<file path="src/rtl/bcd_pkg.sv">
// Shared constants and FSM encoding for the sequential BCD-to-binary converter.
package bcd_pkg;
    localparam int DIGIT_W   = 4;
    localparam int MAX_DIGIT = 9;

    typedef enum logic [1:0] {
        IDLE = 2'd0,
        CONV = 2'd1,
        DONE = 2'd2
    } state_t;
endpackage

</file>
<file path="src/rtl/bcd2bin_seq_mul10_add.sv">
// One conversion step: result = acc*10 + digit, truncated to BIN_W, using shifts and adders only.
module mul10_add
    import bcd_pkg::*;
#(
    parameter int BIN_W = 14
) (
    input  logic [BIN_W-1:0]   acc,
    input  logic [DIGIT_W-1:0] digit,
    output logic [BIN_W-1:0]   result
);
    // acc*10 = acc*8 + acc*2
    assign result = (acc << 3) + (acc << 1) + BIN_W'(digit);
endmodule

</file>
<file path="src/rtl/bcd2bin_seq.sv">
// Sequential packed-BCD to binary converter, one digit per cycle, MSD first.
// Optional invalid-digit flag (err port) enabled by defining BCD2BIN_SEQ_CHECK_EN.
module bcd2bin_seq
    import bcd_pkg::*;
#(
    parameter int DIGITS = 4,
    parameter int BIN_W  = 14
) (
    input  logic                      clk,
    input  logic                      rst,
    input  logic                      in_valid,
    output logic                      in_ready,
    input  logic [DIGIT_W*DIGITS-1:0] in_bcd,
    output logic                      out_valid,
    input  logic                      out_ready,
`ifdef BCD2BIN_SEQ_CHECK_EN
    output logic                      err,
`endif
    output logic [BIN_W-1:0]          out_bin
);
    localparam int CNT_W = (DIGITS > 1) ? $clog2(DIGITS) : 1;

    state_t                      state_q, state_d;
    logic [DIGIT_W*DIGITS-1:0]   bcd_q;
    logic [BIN_W-1:0]            acc_q;
    logic [BIN_W-1:0]            acc_nxt;
    logic [BIN_W-1:0]            res_q;
    logic [CNT_W-1:0]            cnt_q;
    logic [DIGIT_W-1:0]          digit;
    logic                        accept;
    logic                        last_digit;

    assign digit      = bcd_q[DIGIT_W*int'(cnt_q) +: DIGIT_W];
    assign accept     = (state_q == IDLE) && in_valid;
    assign last_digit = (cnt_q == '0);
    assign out_bin    = res_q;

    mul10_add #(.BIN_W(BIN_W)) u_step (
        .acc    (acc_q),
        .digit  (digit),
        .result (acc_nxt)
    );

    always_ff @(posedge clk) begin
        if (rst) state_q <= IDLE;
        else     state_q <= state_d;
    end

    always_comb begin
        state_d   = state_q;
        in_ready  = 1'b0;
        out_valid = 1'b0;
        case (state_q)
            IDLE: begin
                in_ready = 1'b1;
                if (in_valid) state_d = CONV;
            end
            CONV: if (last_digit) state_d = DONE;
            DONE: begin
                out_valid = 1'b1;
                if (out_ready) state_d = IDLE;
            end
            default: state_d = IDLE;
        endcase
    end

    // Result register is separate from the accumulator so out_bin keeps the
    // previous answer while the next word is being converted.
    always_ff @(posedge clk) begin
        if (rst) begin
            bcd_q <= '0;
            acc_q <= '0;
            cnt_q <= '0;
            res_q <= '0;
        end else begin
            case (state_q)
                IDLE: if (in_valid) begin
                    bcd_q <= in_bcd;
                    acc_q <= '0;
                    cnt_q <= CNT_W'(DIGITS-1);
                end
                CONV: begin
                    acc_q <= acc_nxt;
                    cnt_q <= cnt_q - CNT_W'(1);
                    if (last_digit) res_q <= acc_nxt;
                end
                default: ;
            endcase
        end
    end

`ifdef BCD2BIN_SEQ_CHECK_EN
    logic err_q;
    assign err = err_q;

    always_ff @(posedge clk) begin
        if (rst)
            err_q <= 1'b0;
        else if (accept)
            err_q <= 1'b0;
        else if (state_q == CONV && digit > DIGIT_W'(MAX_DIGIT))
            err_q <= 1'b1;
    end
`endif
endmodule

</file>
<file path="config.mk">
export PLATFORM = sky130hd
export DESIGN_NAME = bcd2bin_seq
export DESIGN_NICKNAME = d
export VERILOG_FILES = /design/src/rtl/bcd_pkg.sv /design/src/rtl/bcd2bin_seq_mul10_add.sv /design/src/rtl/bcd2bin_seq.sv
export SDC_FILE = /design/constraint.sdc
export NUM_CORES = 1
export LEC_CHECK = 0
export ABC_AREA = 0
export CAP_MARGIN = 20
export CORE_ASPECT_RATIO = 1.2
export CORE_MARGIN = 2
export CORE_UTILIZATION = 35
export DETAILED_ROUTE_END_ITERATION = 7
export PLACE_DENSITY_LB_ADDON = 0.25
export SLEW_MARGIN = 10
export SYNTH_ARGS = -nofsm -noshare
export SYNTH_HDL_FRONTEND = slang
export SYNTH_HIERARCHICAL = 1
export SYNTH_SLANG_ARGS = --single-unit
</file>
<file path="constraint.sdc">
create_clock -name clk -period 3.2 [get_ports clk]
set_input_delay 0.64 -clock clk [delete_from_list [all_inputs] [get_ports clk]]
set_output_delay 0.64 -clock clk [all_outputs]
set_load 0.02 [all_outputs]
</file>
==> results of run 1 <==
==> worst max path at each step <==
stage	end	slack (ns)
5_1_grt	out_bin[12]$_SDFFE_PP0P_	0.04
6_report	out_bin[12]$_SDFFE_PP0P_	0.28
4_1_cts	out_bin[12]$_SDFFE_PP0P_	0.17
3_3_place_gp	out_bin[12]$_SDFFE_PP0P_	0.26
2_1_floorplan	out_bin[12]$_SDFFE_PP0P_	0.33
3_5_place_dp	out_bin[12]$_SDFFE_PP0P_	0.20
==> critical path, stage by stage (launching register included) <==
cell and delay (ns):
dfxtp_2 0.39, mux4_2 0.51, ha_1 0.31, ha_1 0.23
fa_1 0.41, a21o_1 0.19, nand4_1 0.08, nand3_1 0.11
a211oi_1 0.26, xnor2_1 0.15, nand2b_1 0.09, mux2i_1 0.13
==> repair_timing <==
item                                    4_1_cts  5_1_grt
resized for setup                             0        1
endpoints found under the hold margin         0        0
endpoints found under the setup margin        0        2
==> power by group through the flow <==
stage / Sequential, mW / Clock (mW) / Combinational, mW
final: 0.634 / 0.338 / 0.207
after global routing: 0.638 / 0.373 / 0.228
after CTS: 0.635 / 0.359 / 0.211
after detailed placement: 0.648 / 0 / 0.210
after global placement: 0.648 / 0 / 0.209
after floorplan: 0.638 / 0 / 0.170
==> flip-flops by register name, indices dropped and copies added, names as in the netlist <==
name / count
out_bin: 14
cnt_q: 2
state_q: 2
acc_q: 13
bcd_q: 16
==> per-stage QoR <==
step / instances / total power [mW]
6_report: 399 / 1.179
3_3_place_gp: 393 / 0.8569
3_5_place_dp: 393 / 0.8580
5_1_grt: 399 / 1.239
4_1_cts: 399 / 1.205
2_1_floorplan: 279 / 0.8083
==> final cells by class <==
cell class              instances  area (um^2)
fillers                       819         4725
well taps                      95        118.9
repair buffers                 38        367.9
multi-input cells             191         1705
inverters                      22        82.58
clock buffers                   5        68.82
flip-flops and latches         47        942.2
clock inverters                 1        7.507
==> layer usage <==
metal	wire (um)	part of all wire, %	up-vias	GRT usage, %
met5	0	0	-	0
li1	-	-	1016	-
met4	110	2.0	0	4.688
met1	2309	43	904	13.71
met3	141	2.6	11	2.322
met2	2814	52	36	23.49
==> results_dict.tcl, run 1 <==
set metrics [dict create \
    run_status "completed" \
    holdCritPathClass "register to register" \
    diodes 0 \
    timing.rr.start "cnt_q[0]$_SDFFE_PP0P_" \
    r2r_slack_ns 0.28 \
    place.gp.congestion 0.8349 \
    grt-ovfl-total 0 \
    maxCapViolCount 0 \
    gr-usage-all-layers_pct 12.44 \
    seqPwrFrac_pct 53.7 \
    cts_root_buffer "clkbuf_8" \
    slew_headroom_pct 48.35 \
    cts_hold_buf 0 \
    core_um2 8018 \
    dpl.hpwl_um 3937 \
    place_ws_ns 0.2047 \
    h-tree-depth 2 \
    die_w_um 86.60 \
    clock.fmax_mhz 342.7 \
    wl_per_cell_um 13.47 \
    drt_pass1_iterations 4 \
    cp-start-kind "register" \
    setup_viol 0 \
    vias 1967 \
    swShare_pct 26.74 \
    path_clk_slew_ns 0.09 \
    power_switching_mw 0.3152 \
    final_common_cell "nand2b_1" \
    synthCells 279 \
    hold_path_depth 2 \
    drive_gt1_share_pct 9.868 \
    timing.final.hold_violations 0 \
    numCtsBuffers 5 \
    syn_to_final_growth_pct 14.93 \
    period_share_pct 91.19 \
    regToRegEndpoint "out_bin[12]$_SDFFE_PP0P_" \
    cp.required_ns 3.43 \
    die_h_um 103.1 \
    grt_pass1_vias 1905 \
    antenna_found_initial 0 \
    drv_slew 0 \
    cts_num_sinks 47 \
    placed_area_um2 3216 \
    tightest_slew_ns 0.7747 \
    pin_count 36 \
    syn_area_per_cell_um2 10.27 \
    r2r_cells 11 \
    finalWorstSetupSlack_ns 0.2819 \
    nNetsFinal 350 \
    skew_ns 0.006407 \
    cp-startpoint "cnt_q[0]$_SDFFE_PP0P_" \
    crit_path_end_kind "register" \
    fin_hold_ws_ns 0.4751 \
    hold_path.startpoint "bcd_q[15]$_SDFFE_PP0P_" \
    internal_power_mw 0.8636 \
    netlist_area_um2 2865 \
    crit_type "register to register" \
    num_rows 36 \
    start_util_pct 35.74 \
    post_cts_buffers 0 \
    tns_ns 0 \
    yosysWarnings 6 \
    finalInstanceArea_um2 3293 \
    cts_tree "done" \
    die_area_um2 8929 \
    power.density_nw_per_um2 358.0 \
    min_to "bcd_q[15]$_SDFFE_PP0P_" \
    layout_common_cells "64 x nand2b_1, 46 x dfxtp_1, 34 x clkdlybuf4s50_1" \
    drt_iter0_markers 53 \
    p_clk_share_pct 28.7 \
    drcViolationCount 0 \
    postRouteAntennaNets 0 \
    cp.arrival_ns 3.15 \
    portBuffers 35 \
    cp_max_fo 4 \
    period_minus_slack_ns 2.918 \
    cts.path.max_buffers 2 \
    grt_pass1_wl_um 8866 \
    rsz0062_at_grt "false" \
    clkLatencyLatePin_ns 0.29 \
    syn_nets 324 \
    viasPerCell 4.930 \
    peakVddDrop_mv 0.2266 \
    pwr-share-comb_pct 17.5 \
    final_core_util_pct 41.07 \
    grt_max_degree 78 \
    drt-total-wl_um 5374 \
    p_leak_nw 1.333 \
]
No activity file was read; power rests on OpenSTA's default activity.
==> inputs of run 2 (changes only) <==
--- a/config.mk
+++ b/config.mk
@@ -10,6 +10,8 @@
 export CORE_ASPECT_RATIO = 1.2
 export CORE_MARGIN = 2
 export CORE_UTILIZATION = 35
+export CTS_CLUSTER_DIAMETER = 40
+export CTS_CLUSTER_SIZE = 8
 export DETAILED_ROUTE_END_ITERATION = 7
 export PLACE_DENSITY_LB_ADDON = 0.25
 export SLEW_MARGIN = 10
==> results of run 2 <==
Same layout as run 1: the final DEF is identical, and so are final timing and power.
